$ cat config.mk
export PLATFORM = sky130hd
export DESIGN_NAME = sram_rr_arbiter
export DESIGN_NICKNAME = d
export VERILOG_FILES = /design/src/rtl/sram_rr_arbiter.sv
export SDC_FILE = /design/constraint.sdc
export NUM_CORES = 1
export LEC_CHECK = 0
export BUFFER_PORTS_ARGS = -buffer_cell sky130_fd_sc_hd__buf_2
export CAP_MARGIN = 20
export CORE_MARGIN = 2
export CORE_UTILIZATION = 25
export CTS_CLUSTER_DIAMETER = 100
export CTS_CLUSTER_SIZE = 16
export DETAILED_ROUTE_END_ITERATION = 12
export SYNTH_ARGS = -nofsm -noshare
export SYNTH_HDL_FRONTEND = slang
export SYNTH_SLANG_ARGS = --single-unit
$ cat constraint.sdc
create_clock -name clk_i -period 1.69 [get_ports clk_i]
set_clock_uncertainty 0.1 [all_clocks]
set_input_delay 0.0845 -clock clk_i [delete_from_list [all_inputs] [get_ports clk_i]]
set_output_delay 0.0845 -clock clk_i [all_outputs]
set_load 0.05 [all_outputs]
$ cat src/rtl/sram_rr_arbiter.sv
// Two-master round-robin arbiter/sequencer for a single-port 2048x32 SRAM.
// Define SRAM_ARB_STATS_EN to add saturating read/write/conflict counters.
module sram_rr_arbiter #(
  parameter int ADDR_W = 11,
  parameter int DATA_W = 32,
  parameter int RD_LAT = 1
) (
  input  logic              clk_i,
  input  logic              rst_i,
  input  logic              m0_req_valid_i,
  output logic              m0_req_ready_o,
  input  logic              m0_req_we_i,
  input  logic [ADDR_W-1:0] m0_req_addr_i,
  input  logic [DATA_W-1:0] m0_req_wdata_i,
  output logic              m0_resp_valid_o,
  output logic [DATA_W-1:0] m0_resp_rdata_o,
  input  logic              m1_req_valid_i,
  output logic              m1_req_ready_o,
  input  logic              m1_req_we_i,
  input  logic [ADDR_W-1:0] m1_req_addr_i,
  input  logic [DATA_W-1:0] m1_req_wdata_i,
  output logic              m1_resp_valid_o,
  output logic [DATA_W-1:0] m1_resp_rdata_o,
  output logic              sram_we_o,
  output logic              sram_oe_o,
  output logic [ADDR_W-1:0] sram_addr_o,
  output logic [DATA_W-1:0] sram_din_o,
  input  logic [DATA_W-1:0] sram_dout_i
`ifdef SRAM_ARB_STATS_EN
  ,
  output logic [15:0]       stat_rd_cnt_o,
  output logic [15:0]       stat_wr_cnt_o,
  output logic [15:0]       stat_conflict_cnt_o
`endif
);

  typedef enum logic [1:0] {
    IDLE    = 2'd0,
    RD_WAIT = 2'd1,
    RD_CAP  = 2'd2
  } state_e;

  localparam logic [1:0] LAT_INIT = 2'(RD_LAT - 1);

  state_e              state_q, state_d;
  logic [1:0]          cnt_q, cnt_d;
  logic                last_grant_q;
  logic                rd_owner_q;
  logic                sram_we_q, sram_oe_q;
  logic [ADDR_W-1:0]   sram_addr_q;
  logic [DATA_W-1:0]   sram_din_q;
  logic                m0_resp_valid_q, m1_resp_valid_q;
  logic [DATA_W-1:0]   m0_resp_rdata_q, m1_resp_rdata_q;

  logic                gnt0_s, gnt1_s, hs_s, hs_we_s, both_s;
  logic [ADDR_W-1:0]   hs_addr_s;
  logic [DATA_W-1:0]   hs_wdata_s;

  // Grant selection: only in IDLE; on conflict the master that did not win last time goes.
  always_comb begin
    gnt0_s     = 1'b0;
    gnt1_s     = 1'b0;
    both_s     = m0_req_valid_i & m1_req_valid_i;
    if (state_q == IDLE) begin
      if (both_s) begin
        gnt0_s = last_grant_q;
        gnt1_s = ~last_grant_q;
      end else begin
        gnt0_s = m0_req_valid_i;
        gnt1_s = m1_req_valid_i;
      end
    end else begin
      gnt0_s = 1'b0;
      gnt1_s = 1'b0;
    end
    hs_s       = gnt0_s | gnt1_s;
    hs_we_s    = gnt1_s ? m1_req_we_i    : m0_req_we_i;
    hs_addr_s  = gnt1_s ? m1_req_addr_i  : m0_req_addr_i;
    hs_wdata_s = gnt1_s ? m1_req_wdata_i : m0_req_wdata_i;
  end

  // Read sequencing: wait RD_LAT cycles after issue, then capture for one cycle.
  always_comb begin
    state_d = state_q;
    cnt_d   = cnt_q;
    case (state_q)
      IDLE: begin
        if (hs_s && !hs_we_s) begin
          state_d = RD_WAIT;
          cnt_d   = LAT_INIT;
        end else begin
          state_d = IDLE;
        end
      end
      RD_WAIT: begin
        if (cnt_q == 2'd0) begin
          state_d = RD_CAP;
        end else begin
          cnt_d = cnt_q - 2'd1;
        end
      end
      RD_CAP:  state_d = IDLE;
      default: state_d = IDLE;
    endcase
  end

  // State, SRAM command registers and response capture.
  always_ff @(posedge clk_i) begin
    if (rst_i) begin
      state_q         <= IDLE;
      cnt_q           <= 2'd0;
      last_grant_q    <= 1'b1;
      rd_owner_q      <= 1'b0;
      sram_we_q       <= 1'b0;
      sram_oe_q       <= 1'b0;
      sram_addr_q     <= '0;
      sram_din_q      <= '0;
      m0_resp_valid_q <= 1'b0;
      m1_resp_valid_q <= 1'b0;
      m0_resp_rdata_q <= '0;
      m1_resp_rdata_q <= '0;
    end else begin
      state_q   <= state_d;
      cnt_q     <= cnt_d;
      sram_we_q <= hs_s & hs_we_s;
      sram_oe_q <= hs_s & ~hs_we_s;
      if (hs_s) begin
        last_grant_q <= gnt1_s;
        sram_addr_q  <= hs_addr_s;
        sram_din_q   <= hs_wdata_s;
        if (!hs_we_s) begin
          rd_owner_q <= gnt1_s;
        end
      end
      m0_resp_valid_q <= (state_q == RD_CAP) && !rd_owner_q;
      m1_resp_valid_q <= (state_q == RD_CAP) &&  rd_owner_q;
      if ((state_q == RD_CAP) && !rd_owner_q) begin
        m0_resp_rdata_q <= sram_dout_i;
      end
      if ((state_q == RD_CAP) && rd_owner_q) begin
        m1_resp_rdata_q <= sram_dout_i;
      end
    end
  end

  assign m0_req_ready_o  = gnt0_s;
  assign m1_req_ready_o  = gnt1_s;
  assign sram_we_o       = sram_we_q;
  assign sram_oe_o       = sram_oe_q;
  assign sram_addr_o     = sram_addr_q;
  assign sram_din_o      = sram_din_q;
  assign m0_resp_valid_o = m0_resp_valid_q;
  assign m1_resp_valid_o = m1_resp_valid_q;
  assign m0_resp_rdata_o = m0_resp_rdata_q;
  assign m1_resp_rdata_o = m1_resp_rdata_q;

`ifdef SRAM_ARB_STATS_EN
  logic [15:0] rd_cnt_q, wr_cnt_q, conflict_cnt_q;

  // Saturating activity counters.
  always_ff @(posedge clk_i) begin
    if (rst_i) begin
      rd_cnt_q       <= 16'd0;
      wr_cnt_q       <= 16'd0;
      conflict_cnt_q <= 16'd0;
    end else begin
      if (hs_s && !hs_we_s && (rd_cnt_q != 16'hFFFF)) begin
        rd_cnt_q <= rd_cnt_q + 16'd1;
      end
      if (hs_s && hs_we_s && (wr_cnt_q != 16'hFFFF)) begin
        wr_cnt_q <= wr_cnt_q + 16'd1;
      end
      if ((state_q == IDLE) && both_s && (conflict_cnt_q != 16'hFFFF)) begin
        conflict_cnt_q <= conflict_cnt_q + 16'd1;
      end
    end
  end

  assign stat_rd_cnt_o       = rd_cnt_q;
  assign stat_wr_cnt_o       = wr_cnt_q;
  assign stat_conflict_cnt_o = conflict_cnt_q;
`endif

endmodule

==> results.py, run 1 <==
metrics = {
    "global_route": {
        "grt_first_pass_wirelength_um": 25000,
        "grt-ovfl-total": 0,
        "grt_max_degree": 65,
        "antenna_found_initial": 0,
        "grtUsageTotal": 0.170,
        "grt_pass1_vias": 5011,
    },
    "yosys": {
        "syn_inst": 564,
        "ys_ff_latch": 117,
        "syn_nets": 689,
        "ys_seq_area_frac": 0.528,
        "syn_area_mm2": 0.00444,
        "ys_types": 31,
        "ys_warn_count": 0,
        "synth.avg_cell_area_um2": 7.87,
    },
    "critical_path": {
        "required_ns": 1.51,
        "path_class": "reg -> out",
        "reg2reg_depth": 6,
        "end_kind": "primary output",
        "worst-path-max-fanout": 4,
        "critPathArrivalTime_ns": 1.44,
        "crit_path_start_kind": "flop",
    },
    "sta": {
        "hold_viol": 0,
        "max-slew-margin-rel": 0.734,
        "setup_viol": 0,
        "fmax_ghz": 0.614,
        "worst_pin_slew_ns": 0.398,
        "slew_violations": 0,
        "setup_tns_ns": 0,
        "min_period_over_period": 0.963,
        "min_period_ns": 1.63,
    },
    "power_and_ir_drop": {
        "seq_power_share": 0.343,
        "p_leak_nw": 3.53,
        "combPwrFrac": 0.203,
        "internal-power_mw": 6.20,
        "switching_share": 0.295,
        "power.clock.fraction": 0.454,
        "peakVddDrop_uv": 658,
        "p_per_area_mw_per_mm2": 1120,
        "total_power_mw": 8.79,
        "p_sw_mw": 2.60,
    },
    "drt": {
        "vias": 5238,
        "via_per_inst": 4.54,
        "drt_first_iter_violations": 163,
        "antenna_left": 0,
        "drc": 0,
        "routed_wl_um": 16200,
        "dr.pass1.iters": 5,
        "wl_per_cell_um": 14.0,
    },
    "layout": {
        "final_common_cell": "buf_2",
        "final_cell_area_mm2": 0.00786,
        "num_antenna_cells": 0,
        "stdcell_count": 1154,
        "nets": 1041,
        "layout_common_cells": "buf_2 (233), nand2_1 (131), dlygate4sd3_1 (122), dfxtp_1 (115), nor2_1 (90)",
        "areaGrowthSynthToFinish_pct": 77.1,
        "drive_gt1_frac": 0.323,
    },
    "status": {
        "status": "finished clean",
    },
    "min_path": {
        "hold_class": "in -> reg",
        "min_path_cells": 4,
    },
    "clock_tree": {
        "clk_pin_slew_ns": 0.06,
        "root_buffer": "clkbuf_16",
        "cts_buffers": 17,
        "cts_tree": "done",
        "clk_latency_ns": 0.41,
        "htree_levels": 4,
        "clock-sinks": 117,
        "cts_buffer_depth": 2,
    },
    "placed_design": {
        "postPlaceCellArea_mm2": 0.00593,
        "placed_cells": 999,
        "hpwlAfterDp_um": 9610,
        "gp_congestion": 0.741,
        "portBuffers": 236,
    },
    "die": {
        "fp-row-count": 48,
        "core_mm2": 0.0173,
        "die_w_um": 137,
        "die_y_um": 137,
        "die-area_mm2": 0.0188,
        "initial_core_util": 0.257,
        "top_level_ports": 237,
    },
    "job": {
        "drv_cap": 0,
    },
}
## cells by family after synthesis
logic type	synth area share
AOI/OAI and AO/OA	0.0869
adders and majority gates	0.00282
and+or+nand+nor	0.331
buffers and inverters	0.0496
DFF	0.528
muxes	0.00226
## worst paths after layout
path | start | slack [ns] | end
setup / recovery | state_q[0]$_SDFFE_PP0P_ | 0.06 | m0_req_ready_o
setup reg to reg | state_q[0]$_SDFFE_PP0P_ | 0.14 | sram_addr_o[4]$_SDFFE_PP0P_
hold / removal | m0_req_valid_i | 0.07 | sram_din_o[7]$_SDFFE_PP0P_
hold reg to reg | m1_resp_rdata_o[18]$_SDFFE_PP0P_ | 0.35 | m1_resp_rdata_o[18]$_SDFFE_PP0P_
## cell usage after synthesis (all sizes together)
cell | instances | share of area
nor4 | 43 | 0.061
a31oi | 1 | 0.0028
nor2b | 1 | 0.0014
nand2b | 1 | 0.0014
nor3 | 44 | 0.050
dfxtp | 117 | 0.53
nand2 | 131 | 0.11
nor3b | 2 | 0.0045
or3b | 3 | 0.0059
mux2i | 1 | 0.0023
o21a | 1 | 0.0017
ha | 1 | 0.0028
nand3 | 1 | 0.0039
or3 | 2 | 0.0039
nor2 | 92 | 0.080
inv | 4 | 0.0034
nand3b | 4 | 0.0068
buf | 24 | 0.029
clkbuf | 20 | 0.017
a211o | 1 | 0.0020
and3b | 1 | 0.0020
a21oi | 65 | 0.073
o32ai | 1 | 0.0020
o21ai | 3 | 0.0051
## through the flow
step / setup WS [ns] / hold slack [ns] / util
floorplan: 0.0692 / 0.121 / -
global placement: 0.116 / 0.239 / 0.343
detailed placement: 0.0921 / 0.244 / 0.343
CTS: 0.0149 / 0.0502 / 0.454
global route: -0.0114 / 0.0967 / 0.454
finish: 0.0625 / 0.0661 / 0.454
## critical path, cell delays in order, from the launching register on
cell,delay [ns]
dfxtp_2,0.35
or3b_4,0.42
nor2_4,0.11
buf_8,0.15
## layout make-up
class	count	area, um2
clock inverter	15	228
tap	225	282
multi-input combinational	399	1900
clock buffer	17	425
fill	1613	9440
inverter	4	15.0
timing repair buffer	377	2660
sequential	117	2350
## metal layers
| metal | track usage | wire (um) | part of all wire |
|---|---|---|---|
| met3 | 0.0648 | 1570 | 0.097 |
| met2 | 0.278 | 7490 | 0.46 |
| met1 | 0.201 | 6900 | 0.43 |
| met5 | 0 | 0 | 0 |
| met4 | 0.0659 | 199 | 0.012 |
## repair_timing
item                                    CTS  global route
hold buffers                            122             0
cloned                                    0             0
endpoints found under the hold margin   115             0
endpoints found under the setup margin    2             2
buffers inserted                          1             0
pin swaps                                 2             1
gates resized for setup                  12             2
## sequential cells by signal, summed over array words and instances, names as in the netlist, 2 cells and up
signal,cells
cnt_q,2
m0_resp_rdata_o,32
m1_resp_rdata_o,32
sram_addr_o,11
sram_din_o,32
state_q,2
## power by group through the flow
| stage | Clock (mW) | Sequential (mW) | Combinational, mW |
|---|---|---|---|
| 2_1_floorplan | 0 | 3.61 | 0.475 |
| 4_1_cts | 4.10 | 3.01 | 1.76 |
| 5_1_grt | 4.22 | 3.03 | 1.90 |
| 6_report | 3.99 | 3.02 | 1.78 |
| 3_5_place_dp | 0 | 3.07 | 1.51 |
| 3_3_place_gp | 0 | 3.07 | 1.51 |
No activity file was read; power rests on OpenSTA's default activity.
==> inputs of run 2 (changes only) <==
--- a/config.mk
+++ b/config.mk
@@ -9,6 +9,7 @@
 export CAP_MARGIN = 20
 export CORE_MARGIN = 2
 export CORE_UTILIZATION = 25
+export CTS_BUF_LIST = sky130_fd_sc_hd__clkbuf_4
 export CTS_CLUSTER_DIAMETER = 100
 export CTS_CLUSTER_SIZE = 16
 export DETAILED_ROUTE_END_ITERATION = 12
==> run 2 against run 1 <==
The run now ends with negative setup slack left. Final area decreased by 3.0%. Critical path type is now reg -> reg. Largest power group is now sequential cells. Power decreased by 17%. Flip-flop and latch count unchanged. Non-clock buffer count increased by 5. Worst hold slack improved by 0.17 ns. Wire length about the same. Critical path depth increased by 3. Highest routed layer unchanged.
==> results.py, run 2 (synthesis gave the netlist of run 1 again) <==
metrics = {
    "die": {
        "die-area_mm2": 0.0188,
        "core_mm2": 0.0173,
        "initial_core_util": 0.257,
        "die_y_um": 137,
        "die_w_um": 137,
        "top_level_ports": 237,
        "fp-row-count": 48,
    },
    "critical_path": {
        "worst-path-max-fanout": 3,
        "worst_r2r_endpoint": "cnt_q[1]$_SDFFE_PP0P_",
        "critPathArrivalTime_ns": 2.10,
        "r2r_start": "state_q[0]$_SDFFE_PP0P_",
        "crit_path_start_kind": "flop",
        "required_ns": 2.00,
        "reg2reg_depth": 6,
        "crit_start": "state_q[0]$_SDFFE_PP0P_",
        "end_kind": "flop",
        "path_class": "reg -> reg",
        "reg2reg_slack_ns": -0.11,
    },
    "global_route": {
        "grt_pass1_vias": 5072,
        "antenna_found_initial": 0,
        "grt_max_degree": 65,
        "grt_first_pass_wirelength_um": 24900,
        "grtUsageTotal": 0.170,
        "grt-ovfl-total": 0,
    },
    "power_and_ir_drop": {
        "internal-power_mw": 4.92,
        "combPwrFrac": 0.247,
        "total_power_mw": 7.33,
        "seq_power_share": 0.411,
        "switching_share": 0.329,
        "power.clock.fraction": 0.343,
        "p_leak_nw": 3.43,
        "p_per_area_mw_per_mm2": 962,
        "p_sw_mw": 2.42,
        "peakVddDrop_uv": 548,
    },
    "clock_tree": {
        "cts_buffer_depth": 2,
        "htree_levels": 4,
        "clock-sinks": 117,
        "root_buffer": "clkbuf_4",
        "cts_tree": "done",
        "clk_latency_ns": 0.51,
        "clk_pin_slew_ns": 0.12,
        "cts_buffers": 17,
    },
    "drt": {
        "wl_per_cell_um": 13.9,
        "drt_first_iter_violations": 178,
        "drc": 0,
        "routed_wl_um": 16200,
        "vias": 5259,
        "dr.pass1.iters": 4,
        "antenna_left": 0,
        "via_per_inst": 4.54,
    },
    "sta": {
        "fmax_ghz": 0.556,
        "fin_hold_ws_ns": 0.240,
        "rsz0062_at_grt": "yes",
        "hold_viol": 0,
        "slew_violations": 0,
        "worst_pin_slew_ns": 0.325,
        "fin_ws_ns": -0.108,
        "min_period_ns": 1.80,
        "min_period_over_period": 1.06,
        "max-slew-margin-rel": 0.783,
        "setup_viol": 6,
        "setup_tns_ns": -0.361,
    },
    "placed_design": {
        "gp_congestion": 0.741,
        "portBuffers": 236,
        "hpwlAfterDp_um": 9610,
        "placed_cells": 999,
        "pre_cts_ws_ns": 0.0921,
        "postPlaceCellArea_mm2": 0.00593,
    },
    "job": {
        "drv_cap": 0,
    },
    "layout": {
        "final_cell_area_mm2": 0.00762,
        "drive_gt1_frac": 0.325,
        "num_antenna_cells": 0,
        "areaGrowthSynthToFinish_pct": 71.8,
        "layout_common_cells": "buf_2 (233), nand2_1 (131), dlygate4sd3_1 (123), dfxtp_1 (115), nor2_1 (90)",
        "stdcell_count": 1159,
        "utilization": 0.441,
        "final_common_cell": "buf_2",
        "nets": 1046,
    },
    "min_path": {
        "hold_class": "in -> reg",
        "hold_end": "m0_resp_rdata_o[26]$_SDFFE_PP0P_",
        "min_path_cells": 4,
        "min_from": "sram_dout_i[26]",
    },
    "status": {
        "status": "complete, but fails checks",
        "violations": "negative setup slack",
    },
}
-- run 2: per-layer routing --
layer | GRT usage | part of all wire | vias up
met5 | 0 | 0 | -
met4 | 0.0561 | 0.012 | 0
met3 | 0.0633 | 0.087 | 16
met2 | 0.284 | 0.46 | 233
met1 | 0.200 | 0.44 | 2408
li1 | - | - | 2602
-- run 2: final cells by class --
class	count	area, um2
Clock buffer	17	128
Timing Repair Buffer	382	2720
Clock inverter	15	228
Sequential cell	117	2350
Inverter	4	17.5
Tap cell	225	282
Fill cell	1652	9670
Multi-Input combinational cell	399	1900
-- run 2: worst max path at each step --
| stage | endpoint |
|---|---|
| final | cnt_q[1]$_SDFFE_PP0P_ |
| after global routing | m0_req_ready_o |
| after CTS | m0_req_ready_o |
| after detailed placement | cnt_q[0]$_SDFFE_PP0P_ |
| after global placement | cnt_q[1]$_SDFFE_PP0P_ |
| after floorplan | m0_req_ready_o |
-- run 2: power groups by stage --
stage | Combinational, mW | Sequential (mW) | Clock, mW
2_1_floorplan | 0.475 | 3.61 | 0
3_3_place_gp | 1.51 | 3.07 | 0
6_report | 1.81 | 3.01 | 2.51
5_1_grt | 1.93 | 3.03 | 2.73
3_5_place_dp | 1.51 | 3.07 | 0
4_1_cts | 1.78 | 3.01 | 2.61
-- run 2: critical path: stages, from the launching register on --
cell and delay, ns:
dfxtp_4 0.38, or3b_4 0.41, buf_4 0.15, buf_6 0.10
or3_4 0.40, o21ai_2 0.08, o32ai_1 0.08
-- run 2: repair_timing --
item,CTS,global route
endpoints found under the hold margin,117,0
buffers inserted,4,1
pin swaps,3,3
hold buffers,123,0
gates resized for setup,18,2
setup endpoints to repair,2,32
==> inputs of run 3 (changes only) <==
--- a/config.mk
+++ b/config.mk
@@ -7,12 +7,16 @@
 export LEC_CHECK = 0
 export BUFFER_PORTS_ARGS = -buffer_cell sky130_fd_sc_hd__buf_2
 export CAP_MARGIN = 20
+export CELL_PAD_IN_SITES_DETAIL_PLACEMENT = 0
+export CELL_PAD_IN_SITES_GLOBAL_PLACEMENT = 2
 export CORE_MARGIN = 2
-export CORE_UTILIZATION = 25
+export CORE_UTILIZATION = 24
 export CTS_BUF_LIST = sky130_fd_sc_hd__clkbuf_4
 export CTS_CLUSTER_DIAMETER = 100
 export CTS_CLUSTER_SIZE = 16
 export DETAILED_ROUTE_END_ITERATION = 12
+export GPL_TIMING_DRIVEN = 0
+export PLACE_DENSITY_LB_ADDON = 0.1
 export SYNTH_ARGS = -nofsm -noshare
 export SYNTH_HDL_FRONTEND = slang
 export SYNTH_SLANG_ARGS = --single-unit
==> run 3 against run 2 <==
The flow still finishes with violations (negative setup slack). Critical path depth decreased by 3. Power down 3.6%. Sequential power barely moved. Final area increased by 0.34%. Utilization shrank 1.6 points. Non-clock buffer count grew 28. Flip-flop and latch count is the same. Die area is 4.0% higher. Worst setup slack better by 0.046 ns. Via count is 0.42% lower. Critical path type is now reg -> out. Highest routed layer unchanged.
==> results.py, run 3 (synthesis gave the netlist of run 1 again) <==
metrics = {
    "status": {
        "status": "complete, but fails checks",
        "violations": "negative setup slack",
    },
    "sta": {
        "fin_hold_ws_ns": 0.166,
        "min_period_ns": 1.75,
        "setup_viol": 3,
        "fmax_ghz": 0.571,
        "setup_tns_ns": -0.109,
        "max-slew-margin-rel": 0.604,
        "worst_pin_slew_ns": 0.594,
        "rsz0062_at_grt": "yes",
        "slew_violations": 0,
        "fin_ws_ns": -0.0615,
        "min_period_over_period": 1.04,
        "hold_viol": 0,
    },
    "power_and_ir_drop": {
        "total_power_mw": 7.07,
        "p_per_area_mw_per_mm2": 924,
        "peakVddDrop_uv": 591,
        "p_leak_nw": 3.46,
    },
    "clock_tree": {
        "cts_buffers": 17,
        "clock-sinks": 117,
        "cts_tree": "done",
        "root_buffer": "clkbuf_4",
        "clk_pin_slew_ns": 0.11,
        "cts_buffer_depth": 2,
        "clk_latency_ns": 0.52,
        "htree_levels": 4,
    },
    "placed_design": {
        "hpwlAfterDp_um": 11600,
        "portBuffers": 235,
        "gp_congestion": 0.709,
    },
    "layout": {
        "nets": 1075,
        "areaGrowthSynthToFinish_pct": 72.4,
        "final_common_cell": "buf_2",
        "layout_common_cells": "buf_2 (243), nand2_1 (130), dlygate4sd3_1 (122), dfxtp_1 (115), nor2_1 (90)",
        "utilization": 0.424,
        "drive_gt1_frac": 0.336,
        "fillers": 1874,
    },
    "critical_path": {
        "worst_r2r_endpoint": "cnt_q[1]$_SDFFE_PP0P_",
        "required_ns": 1.51,
        "crit_path_start_kind": "flop",
        "crit_path_cell_trace": "or3b_4 -> nor2_4 -> buf_8",
        "worst-path-max-fanout": 3,
        "crit_family": "simple AND/OR/NAND/NOR gates",
        "r2r_start": "state_q[0]$_SDFFE_PP0P_",
        "critPathArrivalTime_ns": 1.57,
        "path_class": "reg -> out",
        "slowest_stage": "or3b_4",
        "cp_slowest_stage_delay_ns": 0.41,
        "reg2reg_slack_ns": -0.03,
        "reg2reg_depth": 5,
        "crit_buf_inv": 1,
        "end_kind": "primary output",
    },
    "die": {
        "top_level_ports": 237,
        "die-area_mm2": 0.0196,
        "die_y_um": 140,
        "core_mm2": 0.0180,
        "fp-row-count": 49,
        "initial_core_util": 0.246,
        "die_w_um": 140,
    },
    "min_path": {
        "min_path_cells": 3,
        "min_from": "rst_i",
        "hold_class": "in -> reg",
        "hold_end": "cnt_q[0]$_SDFFE_PP0P_",
    },
    "drt": {
        "wl_per_cell_um": 14.0,
        "routed_wl_um": 16700,
        "drt_first_iter_violations": 185,
        "dr.pass1.iters": 4,
        "antenna_left": 0,
        "vias": 5237,
        "drc": 0,
        "via_per_inst": 4.39,
    },
    "global_route": {
        "grt_first_pass_wirelength_um": 26200,
        "antenna_found_initial": 1,
        "grt_max_degree": 19,
        "grt-ovfl-total": 0,
        "grt_pass1_vias": 5181,
        "grtUsageTotal": 0.167,
    },
    "job": {
        "drv_cap": 0,
    },
}
run 3: cell types whose count changed in the layout (fill, tap and decap cells not counted), sizes merged:
cell,change
clkbuf,+22
buf,+8
bufinv,-2
inv,+2
clkinv,-1
clkinvlp,+1
diode,+1
dlygate4sd3,-1
run 3: routing by layer:
layer | up-vias | track usage | routed length (um)
li1 | 2665 | - | -
met1 | 2381 | 0.204 | 7350
met2 | 173 | 0.284 | 8030
met3 | 18 | 0.0499 | 1050
met4 | 0 | 0.0511 | 274
met5 | - | 0 | 0
run 3: power breakdown:
group	internal (mW)	total [mW]	switching, mW
Combinational	0.658	1.81	1.15
Clock	1.06	2.25	1.19
Sequential	2.92	3.01	0.0855
run 3: metrics by stage:
stage	setup WS [ns]	cells	area [um2]
3_5_place_dp	-0.264	1028	5900
6_report	-0.0615	1193	7650
3_3_place_gp	-0.183	1028	5900
4_1_cts	-0.121	1185	7510
2_1_floorplan	0.0692	564	4440
5_1_grt	-0.152	1193	7650
run 3: final cells by class:
class	instances	area [um2]	share of cell area
diodes	1	2.50	0.000327
multi-input cells	399	1920	0.251
inverters	4	27.5	0.00360
plain buffers	41	231	0.0303
well taps	229	287	0.0375
clock inverters	14	175	0.0229
clock buffers	18	135	0.0177
repair buffers	369	2510	0.328
flip-flops and latches	117	2350	0.307
repair inverters	1	8.76	0.00115
run 3: worst max path at each step:
stage | startpoint | depth (start not counted) | end | slack [ns]
after floorplan | state_q[1]$_SDFFE_PP0P_ | 2 | m0_req_ready_o | 0.07
after global placement | rst_i | 4 | m1_resp_rdata_o[26]$_SDFFE_PP0P_ | -0.18
after detailed placement | rst_i | 4 | m1_resp_rdata_o[25]$_SDFFE_PP0P_ | -0.26
after CTS | state_q[0]$_SDFFE_PP0P_ | 3 | m0_req_ready_o | -0.12
after global routing | state_q[0]$_SDFFE_PP0P_ | 3 | m0_req_ready_o | -0.15
final | state_q[0]$_SDFFE_PP0P_ | 3 | m0_req_ready_o | -0.06
run 3: worst reg2reg max path: stages, from the launching register on:
cell and delay (ns):
dfxtp_4 0.38, or3b_4 0.41, buf_4 0.15, or3_4 0.41, o21ai_4 0.09, o32ai_2 0.08
run 3: what timing repair did:
item	4_1_cts	5_1_grt
setup buffers	5	7
hold endpoints to repair	114	0
setup endpoints to repair	67	62
hold buffers	122	0
pin swaps	4	4
resized for setup	23	30
cloned	0	1
